**config.mk**
```make
export PLATFORM = sky130hd
export DESIGN_NAME = key_para_ctrl_flat
export DESIGN_NICKNAME = d
export VERILOG_FILES = /design/src/rtl/key_pkg.sv /design/src/rtl/key_para_ctrl_if.sv /design/src/rtl/key_debounce.sv /design/src/rtl/key_para_ctrl.sv /design/src/flat_wrapper.sv
export SDC_FILE = /design/constraint.sdc
export NUM_CORES = 1
export LEC_CHECK = 0
export ABC_AREA = 0
export BUFFER_PORTS_ARGS = -buffer_cell sky130_fd_sc_hd__clkbuf_2
export CELL_PAD_IN_SITES_DETAIL_PLACEMENT = 2
export CELL_PAD_IN_SITES_GLOBAL_PLACEMENT = 2
export CORE_MARGIN = 2
export CORE_UTILIZATION = 38
export CTS_BUF_LIST = sky130_fd_sc_hd__clkbuf_16
export DETAILED_ROUTE_END_ITERATION = 6
export GPL_ROUTABILITY_DRIVEN = 0
export PLACE_DENSITY = 0.77
export SYNTH_ARGS = -nofsm -noshare
export SYNTH_HDL_FRONTEND = slang
export SYNTH_SLANG_ARGS = --single-unit
```
**constraint.sdc**
```tcl
create_clock -name clk -period 4.8 [get_ports clk]
set_clock_uncertainty 0.2 [all_clocks]
set_input_delay 0.24 -clock clk [delete_from_list [all_inputs] [get_ports clk]]
set_output_delay 0.24 -clock clk [all_outputs]
set_load 0.03 [all_outputs]
```
**src/rtl/key_pkg.sv**
```systemverilog
// rtl/key_pkg.sv - shared key indices, repeat-FSM and action encodings for key_para_ctrl
package key_pkg;

   localparam int KEY_INC  = 0;
   localparam int KEY_DEC  = 1;
   localparam int KEY_MODE = 2;
   localparam int KEY_CLR  = 3;

   typedef enum logic [1:0] {
      IDLE,
      HOLD,
      REPEAT
   } rpt_state_e;

   typedef enum logic [2:0] {
      NONE,
      CLR,
      MODE,
      INC,
      DEC
   } action_e;

   // One inc/dec step; saturates at the rails unless wrap is set.
   function automatic logic [7:0] para_step(input logic [7:0] v, input logic up, input logic wrap);
      if (up) begin
         return (wrap || v != 8'hFF) ? v + 8'd1 : v;
      end
      return (wrap || v != 8'h00) ? v - 8'd1 : v;
   endfunction

endpackage

```
**src/rtl/key_para_ctrl_if.sv**
```systemverilog
// rtl/key_para_ctrl_if.sv - button inputs and control-byte outputs of key_para_ctrl
interface key_para_ctrl_if;
   logic [3:0] key_n;
   logic [7:0] para_out;
   logic       para_valid;
   logic       wrap_mode;
   logic [3:0] key_state;

   modport master (output key_n, input para_out, para_valid, wrap_mode, key_state);
   modport slave  (input key_n, output para_out, para_valid, wrap_mode, key_state);
endinterface

```
**src/rtl/key_debounce.sv**
```systemverilog
// rtl/key_debounce.sv - per-key synchroniser, tick-based debounce and press-event pulse
module key_debounce #(
   parameter int DEB_TICKS = 20
) (
   input  logic clk,
   input  logic reset_n,
   input  logic tick,
   input  logic key_n_i,
   output logic key_state_o,
   output logic press_o
);
   localparam int CW = $clog2(DEB_TICKS + 1);

   logic          sync1_q, sync1_d, sync2_q, sync2_d;
   logic [1:0]    vld_q, vld_d;
   logic          armed_q, armed_d;
   logic          state_q, state_d;
   logic          press_q, press_d;
   logic [CW-1:0] cnt_q, cnt_d;

   always_comb begin
      sync1_d = ~key_n_i;
      sync2_d = sync1_q;
      vld_d   = {vld_q[0], 1'b1};
      // A key held through reset must be seen released before it can fire again.
      armed_d = armed_q | (vld_q[1] & ~sync2_q);
      state_d = state_q;
      cnt_d   = cnt_q;
      if (sync2_q == state_q) begin
         cnt_d = '0;
      end else if (tick) begin
         if (cnt_q == CW'(DEB_TICKS - 1)) begin
            state_d = ~state_q;
            cnt_d   = '0;
         end else begin
            cnt_d = cnt_q + CW'(1);
         end
      end
      press_d = state_d & ~state_q & armed_q;
   end

   always_ff @(posedge clk) begin
      if (!reset_n) begin
         sync1_q <= 1'b0;
         sync2_q <= 1'b0;
         vld_q   <= '0;
         armed_q <= 1'b0;
         state_q <= 1'b0;
         press_q <= 1'b0;
         cnt_q   <= '0;
      end else begin
         sync1_q <= sync1_d;
         sync2_q <= sync2_d;
         vld_q   <= vld_d;
         armed_q <= armed_d;
         state_q <= state_d;
         press_q <= press_d;
         cnt_q   <= cnt_d;
      end
   end

   assign key_state_o = state_q;
   assign press_o     = press_q;
endmodule

```
**src/rtl/key_para_ctrl.sv**
```systemverilog
// rtl/key_para_ctrl.sv - debounced 4-key front end producing the LED control byte
module key_para_ctrl
   import key_pkg::*;
#(
   parameter int         CLK_HZ     = 50_000_000,
   parameter int         TICK_HZ    = 1000,
   parameter int         DEB_TICKS  = 20,
   parameter int         HOLD_TICKS = 500,
   parameter int         REP_TICKS  = 100,
   parameter logic [7:0] PARA_INIT  = 8'd0
) (
   input  logic            clk,
   input  logic            reset_n,
   key_para_ctrl_if.slave  kif
);
   localparam int DIV  = CLK_HZ / TICK_HZ;
   localparam int TW   = $clog2(DIV);
   localparam int RMAX = (HOLD_TICKS > REP_TICKS) ? HOLD_TICKS : REP_TICKS;
   localparam int RW   = $clog2(RMAX + 1);

   logic [TW-1:0] tick_cnt_q, tick_cnt_d;
   logic          tick;
   logic [3:0]    key_state, press;
   rpt_state_e    rpt_state_q [2];
   rpt_state_e    rpt_state_d [2];
   logic [RW-1:0] rpt_cnt_q [2];
   logic [RW-1:0] rpt_cnt_d [2];
   logic [1:0]    rep_ev;
   action_e       act;
   logic [7:0]    para_q, para_d;
   logic          wrap_q, wrap_d, valid_q, valid_d;

   assign tick = (tick_cnt_q == TW'(DIV - 1));

   for (genvar g = 0; g < 4; g++) begin : g_key
      key_debounce #(.DEB_TICKS(DEB_TICKS)) u_deb (
         .clk         (clk),
         .reset_n     (reset_n),
         .tick        (tick),
         .key_n_i     (kif.key_n[g]),
         .key_state_o (key_state[g]),
         .press_o     (press[g])
      );
   end

   always_comb begin
      tick_cnt_d = tick ? '0 : tick_cnt_q + TW'(1);
      for (int i = 0; i < 2; i++) begin
         rpt_state_d[i] = rpt_state_q[i];
         rpt_cnt_d[i]   = rpt_cnt_q[i];
         rep_ev[i]      = 1'b0;
         if (!key_state[i]) begin
            rpt_state_d[i] = IDLE;
            rpt_cnt_d[i]   = '0;
         end else begin
            case (rpt_state_q[i])
               IDLE: if (press[i]) begin
                  rpt_state_d[i] = HOLD;
                  rpt_cnt_d[i]   = '0;
               end
               HOLD: if (tick) begin
                  if (rpt_cnt_q[i] == RW'(HOLD_TICKS - 1)) begin
                     rpt_state_d[i] = REPEAT;
                     rpt_cnt_d[i]   = '0;
                     rep_ev[i]      = 1'b1;
                  end else begin
                     rpt_cnt_d[i] = rpt_cnt_q[i] + RW'(1);
                  end
               end
               REPEAT: if (tick) begin
                  if (rpt_cnt_q[i] == RW'(REP_TICKS - 1)) begin
                     rpt_cnt_d[i] = '0;
                     rep_ev[i]    = 1'b1;
                  end else begin
                     rpt_cnt_d[i] = rpt_cnt_q[i] + RW'(1);
                  end
               end
               default: rpt_state_d[i] = IDLE;
            endcase
         end
      end

      // Single action per cycle; losers are dropped, not queued.
      act = NONE;
      if (press[KEY_CLR])                          act = CLR;
      else if (press[KEY_MODE])                    act = MODE;
      else if (press[KEY_INC] || rep_ev[KEY_INC])  act = INC;
      else if (press[KEY_DEC] || rep_ev[KEY_DEC])  act = DEC;

      para_d  = para_q;
      wrap_d  = wrap_q;
      valid_d = (act != NONE);
      case (act)
         CLR:     para_d = PARA_INIT;
         MODE:    wrap_d = ~wrap_q;
         INC:     para_d = para_step(para_q, 1'b1, wrap_q);
         DEC:     para_d = para_step(para_q, 1'b0, wrap_q);
         default: para_d = para_q;
      endcase
   end

   always_ff @(posedge clk) begin
      if (!reset_n) begin
         tick_cnt_q <= '0;
         for (int i = 0; i < 2; i++) begin
            rpt_state_q[i] <= IDLE;
            rpt_cnt_q[i]   <= '0;
         end
         para_q  <= PARA_INIT;
         wrap_q  <= 1'b0;
         valid_q <= 1'b0;
      end else begin
         tick_cnt_q <= tick_cnt_d;
         for (int i = 0; i < 2; i++) begin
            rpt_state_q[i] <= rpt_state_d[i];
            rpt_cnt_q[i]   <= rpt_cnt_d[i];
         end
         para_q  <= para_d;
         wrap_q  <= wrap_d;
         valid_q <= valid_d;
      end
   end

   assign kif.para_out   = para_q;
   assign kif.para_valid = valid_q;
   assign kif.wrap_mode  = wrap_q;
   assign kif.key_state  = key_state;
endmodule

```
**src/flat_wrapper.sv**
```systemverilog
// flat-port wrapper written by rule: the top's interface ports become plain ports
module key_para_ctrl_flat import key_pkg::*;
#(
   parameter int         CLK_HZ     = 50_000_000,
   parameter int         TICK_HZ    = 1000,
   parameter int         DEB_TICKS  = 20,
   parameter int         HOLD_TICKS = 500,
   parameter int         REP_TICKS  = 100,
   parameter logic [7:0] PARA_INIT  = 8'd0
)
  (clk, reset_n, kif_key_n, kif_para_out, kif_para_valid, kif_wrap_mode, kif_key_state);
  key_para_ctrl_if kif_i ();
  input  logic clk;
  input  logic reset_n;
  input wire logic [$bits(kif_i.key_n)-1:0] kif_key_n;
  output wire logic [$bits(kif_i.para_out)-1:0] kif_para_out;
  output wire logic [$bits(kif_i.para_valid)-1:0] kif_para_valid;
  output wire logic [$bits(kif_i.wrap_mode)-1:0] kif_wrap_mode;
  output wire logic [$bits(kif_i.key_state)-1:0] kif_key_state;
  assign kif_i.key_n = kif_key_n;
  assign kif_para_out = kif_i.para_out;
  assign kif_para_valid = kif_i.para_valid;
  assign kif_wrap_mode = kif_i.wrap_mode;
  assign kif_key_state = kif_i.key_state;
  key_para_ctrl #(.CLK_HZ(CLK_HZ), .TICK_HZ(TICK_HZ), .DEB_TICKS(DEB_TICKS), .HOLD_TICKS(HOLD_TICKS), .REP_TICKS(REP_TICKS), .PARA_INIT(PARA_INIT)) u_core (.clk(clk), .reset_n(reset_n), .kif(kif_i));
endmodule
```
# ---- Word level (Yosys, flattened, before mapping)
# Memory sizes are Yosys's and may differ from the RTL's.
# Index checks and enable logic that the tools add are counted.
dict set report totals {
  reg_bits 74
  ram_bits 22
  input_bits 6
  output_inout_bits 14
  wordCells 190
  memories 2
}
# name words width read_ports rd_clocked_by_memory_dff wr line
set mem_list {}
lappend mem_list {u_core.rpt_cnt_q 2 9 2 0 2 key_para_ctrl.sv:26} ;# logic [RW-1:0] rpt_cnt_q [2];
lappend mem_list {u_core.rpt_state_q 2 2 2 0 2 key_para_ctrl.sv:24} ;# rpt_state_e rpt_state_q [2];
dict set report op_classes {
  n_addsub 9
  n_eq_ne 23
  muxes 71
  bitwise_logic 34
  reduce_logical 15
}
# op n
set ops {}
lappend ops {{2-to-1 mux 9 bit} 14}
lappend ops {{case mux 9 bit (3 select lines)} 2}
lappend ops {{2-to-1 mux 1 bit} 29}
lappend ops {{2-to-1 mux 8 bit} 3}
lappend ops {{case mux 8 bit (3 select lines)} 1}
lappend ops {{adder 5 x 1 -> 5 bit, second input constant} 4}
lappend ops {{equality test 5 bit, second input constant} 4}
lappend ops {{2-to-1 mux 2 bit} 10}
lappend ops {{2-to-1 mux 5 bit} 4}
lappend ops {{adder 9 x 1 -> 9 bit, second input constant} 2}
lappend ops {{equality test 9 x 7 -> 1 bit, second input constant} 2}
lappend ops {{equality test 9 bit, second input constant} 2}
lappend ops {{adder 16 x 1 -> 16 bit, second input constant} 1}
lappend ops {{equality test 16 bit, second input constant} 1}
lappend ops {{NOT 1 bit} 14}
lappend ops {{AND 1 bit} 12}
lappend ops {{2-to-1 mux 3 bit} 4}
lappend ops {{case mux 2 bit (3 select lines)} 2}
lappend ops {{OR reduction 2 bit} 5}
lappend ops {{adder 8 x 1 -> 8 bit, second input constant} 1}
lappend ops {{!= test 8 bit, second input constant} 1}
lappend ops {{OR 1 bit} 8}
lappend ops {{nonzero test 8 bit} 1}
lappend ops {{subtractor 8 x 1 -> 8 bit, second input constant} 1}
lappend ops {{other kinds (12)} 24}

# ---- Depth between registers and ports, before layout
# An unclocked memory read counts as a cell.
dict set report logic_depth {
  ltp_word 15
  ltp_mapped 13
  depth_no_buf 13
}

# ---- By module
# A second synthesis with hierarchy kept.
dict set report hier_totals {
  cells_unflattened 487
  hier_area_um2 4528.1
}
# module instances cells_per_inst area_per_inst_um2 seq_area_each_um2
set by_module_without_submodules {}
lappend by_module_without_submodules {key_para_ctrl 1 303 2666.3 960.9}
lappend by_module_without_submodules {key_debounce 4 46 465.4 240.2}

# ---- Least setup slack after synthesis
# Ideal clock, no wire load.
dict set report synth_timing {
  kind {flip-flop to flip-flop}
  startpoint {memory u_core.rpt_cnt_q[0][9] (netlist name)}
  endpoint {register u_core.para_q[6], in the netlist u_core.kif.para_out[6]}
  setup_ns 0.071
  arrival_ns 3.574
  t_required_ns 4.529
  path_slack_ns 0.955
  path_stages_with_launch 13
  n_path_buf 0
  synth_period_minus_slack_ns 3.845
  path_cell_list {dfxtp_1 -> ha_1 -> or4b_4 -> o41ai_4 -> a41oi_4 -> nor3_1 -> fa_1 -> a21o_1 -> a21oi_1 -> or4b_2 -> o2111ai_1 -> nand3_1 -> a21oi_1}
}
# item line
set synth_rtl {}
lappend synth_rtl {{start, declared} key_para_ctrl.sv:26}
lappend synth_rtl {{end signal, assigned} key_para_ctrl.sv:118} ;# para_q <= para_d;
lappend synth_rtl {{end, declared} key_para_ctrl.sv:30} ;# logic [7:0] para_q, para_d;

==> metrics.md <==
| Metric | Value |
|---|---|
| Critical path arrival | `3.99 ns` |
| DR pass1 iterations | `4` |
| Clock Latency Late Sink | `0.36 ns` |
| Ports | `20` |
| Slew margin rel. | `50.0%` |
| Final setup margin | `0.907 ns` |
| Slew Viols, Final | `0` |
| Most used DFF post-synth | `dfxtp_1` |
| Final instance area | `4940 um^2` |
| Status | `finished clean` |
| Crit path max fanout | `7` |
| Max Fclk | `0.257 GHz` |
| R2R setup slack | `0.91 ns` |
| Root buf cell | `clkbuf_16` |
| EDFF count, synth | `0` |
| Post-layout util | `43.5%` |
| Post-DR vias/cell | `5.38` |
| Die area | `12,500 um^2` |
| Sequential share of the synthesized area | `40.8%` |
| Largest net degree at the start of global routing | `27` |
| Share of cells above drive strength 1 | `9.35%` |
| Vias | `3,590` |
| Final Setup Violations | `0` |
| CP endpoint | `u_core.kif.para_out[6]` |
| Share of the synthesized area in the top cell type | `40.8%` |
| DRT Wirelength | `10.9 mm` |
| CTS clock-pin slew for the worst setup and hold paths | `0.07 ns` |
| DRT antenna net count | `0` |
| First-pass GRT wire length | `19.1 mm` |
| Net count after synthesis | `529` |
| Syn Area/Cell | `8.86 um^2` |
| CTS Buffer Depth | `2` |
| Slew at the pin with the worst max-slew slack | `0.751 ns` |
| Gate Count Post-Synth | `499` |
| Antenna violations before repair | `0` |
| Top cell type by total area after synthesis | `dfxtp_1` |
| Synth Register Bits | `90` |
| Drt wl/cell | `16.4 um` |
| Hold Violations, Final | `0` |
| CTS tree | `yes` |
| CP Launch Type | `flip-flop` |
| Count of cell types in the netlist | `57` |
| Initial Util | `38.9%` |
| R2r worst-path depth | `14` |
| Number of global-route vias before repair | `3,880` |
| Leakage power | `1.84 nW` |
| Cell Area, Placed | `4630 um^2` |
| Crit path kind | `reg -> reg` |
| Clk sink count | `90` |
| Mapped cell area | `4420 um^2` |
| Fin nets | `549` |
| Reg2Reg Launch Point | `u_core.rpt_state_q[0][0]` |
| Hold crit path type | `in -> reg` |
| Final period utilization | `81.1%` |
| H-Tree Depth | `3` |
| DR iter-0 viols | `93` |
| Die height | `112 um` |
| Die X | `112 um` |
| Total number of yosys warnings | `0` |
| Row Count | `39` |
| Area grow syn2layout | `11.9%` |
| Post-cts sizing count | `0` |
| Fill cells | `1,258` |
| Min Clock Period, post-route | `3.89 ns` |
| Peak VDD IR | `0.200 mV` |
| Unrepaired setup endpoints after global routing | `false` |
| I/O Buffers | `19` |
| Crit end category | `flip-flop` |
| FFs w/ async S/R, synth | `0%` |
| Pwr per Cell Area | `298 nW/um^2` |
| Core ar. | `11,400 um^2` |
| Crit path launch | `u_core.rpt_state_q[0][0]` |
| CTS Buf Count | `9` |
| Setup_tns | `0 ns` |
| Antenna diode count | `0` |
| Dpl ws | `0.877 ns` |
| Reg-to-Reg End | `u_core.kif.para_out[6]` |
| Synth area leaders | `dfxtp_1, nor2_1, ha_1` |
| Remaining global-route overflow | `0` |
| Max cap viols | `0` |
| DRC | `0` |
| Worst Path Required | `4.89 ns` |
| Post-detail-place hpwl | `7.84 mm` |
| Global-route usage over all layers | `18.9%` |
kinds of logic (layout without fill, tap and decap cells):
group / after synthesis / after routing / share of synthesized area [%]
compound gates: 69 / 69 / 11.4
fa+ha+maj: 24 / 24 / 6.96
simple gates: 223 / 223 / 25.4
mux: 11 / 11 / 2.49
xor+xnor: 48 / 48 / 9.51
buf+inv: 34 / 59 / 3.48
flops: 90 / 90 / 40.8
cell type report:
class | instances | area (um^2) | share of cell area (%)
multi-input combinational | 375 | 2460 | 49.8
clock inverter | 7 | 52.6 | 1.06
tap | 143 | 179 | 3.62
clock buffer | 9 | 225 | 4.55
sequential | 90 | 1800 | 36.4
inverter | 17 | 63.8 | 1.29
timing repair buffer | 26 | 158 | 3.19
critical path, stage by stage (launching register included):
cell,delay (ns)
dfxtp_1,0.34
inv_1,0.13
ha_1,0.25
or4b_4,0.50
a2111oi_4,0.35
a21o_1,0.21
nor3_1,0.05
buf_4,0.18
ha_1,0.35
a21o_1,0.14
a21oi_1,0.10
or4b_2,0.64
o2111ai_1,0.11
nand3_1,0.10
a21oi_1,0.17
through the flow:
step           hold WS (ns)  power (mW)  instances
2_1_floorplan        0.0677       0.792        499
3_3_place_gp          0.192       0.800        647
3_5_place_dp          0.196       0.802        647
4_1_cts               0.151        1.49        667
5_1_grt               0.198        1.53        667
6_report              0.142        1.47        667
routing by layer:
layer	GRT usage (%)	share of wire [%]	vias up
li1	-	-	1772
met1	23.8	47	1773
met2	32.4	49	31
met3	3.21	2.1	14
met4	6.91	1.8	0
met5	0	0	-
sequential cells by signal (all words and copies together) (netlist names), 8 cells and up:
register	cells
u_core.tick_cnt_q	16
u_core.rpt_cnt_q	18
u_core.kif.para_out	8
u_core.g_key.u_deb.cnt_q	20
worst min path at each step:
| stage | from | end | slack [ns] | cells after the start |
|---|---|---|---|---|
| after global placement | kif_key_n[3] | u_core.g_key[3].u_deb.sync1_q | 0.19 | 2 |
| after detailed placement | kif_key_n[1] | u_core.g_key[1].u_deb.sync1_q | 0.20 | 2 |
| after floorplan | reset_n | u_core.g_key[3].u_deb.vld_q[0] | 0.07 | 0 |
| final | reset_n | u_core.g_key[3].u_deb.vld_q[0] | 0.14 | 1 |
| after CTS | reset_n | u_core.g_key[3].u_deb.vld_q[0] | 0.15 | 1 |
| after global routing | reset_n | u_core.g_key[3].u_deb.vld_q[0] | 0.20 | 1 |
cell usage after synthesis (2+ instances only):
cell type,instances
dfxtp_1,90
nor2_1,87
nand2_1,33
a21oi_1,26
xor2_1,25
ha_1,23
xnor2_1,23
nand3_1,22
inv_1,16
nand4_1,14
mux2i_1,11
o21ai_0,11
nor2b_1,10
and2_1,9
and3_1,8
clkbuf_1,8
nor3_1,8
nand4b_1,5
nor4b_1,5
or3_1,5
buf_4,4
a21o_1,3
buf_2,3
nor3b_1,3
o2111ai_1,3
o211ai_1,3
a211o_1,2
a21boi_0,2
a31oi_1,2
a41o_1,2
and4_1,2
nand2b_1,2
nor4_1,2
o21a_1,2
o221ai_1,2
or4b_4,2
repair_timing:
| item | 4_1_cts | 5_1_grt |
|---|---|---|
| setup buffers | 0 | 0 |
| hold endpoints to repair | 4 | 0 |
| hold buffers | 4 | 0 |
layout by cell type, fill, tap and decap left out, types with 4 or more instances in the layout:
master and instances:
mux2i_1 11, clkbuf_16 9, nand4b_1 5, xnor2_1 23
nand4_1 14, nor2_1 87, dfxtp_1 90, nor3_1 8
nor4b_1 5, dlygate4sd3_1 4, clkbuf_2 19, and3_1 8
and2_1 9, a21oi_1 26, nor2b_1 10, clkinvlp_4 4
o21ai_0 11, xor2_1 25, ha_1 23, nand2_1 33
or3_1 5, inv_1 16, nand3_1 22
where the power goes:
group / switching, mW / total [mW] / leakage (nW) / internal (mW)
Combinational: 0.0161 / 0.0267 / 0.984 / 0.0106
Sequential: 0.00485 / 0.760 / 0.728 / 0.755
Clock: 0.333 / 0.687 / 0.124 / 0.354
Power figures use the tool's default switching activity.
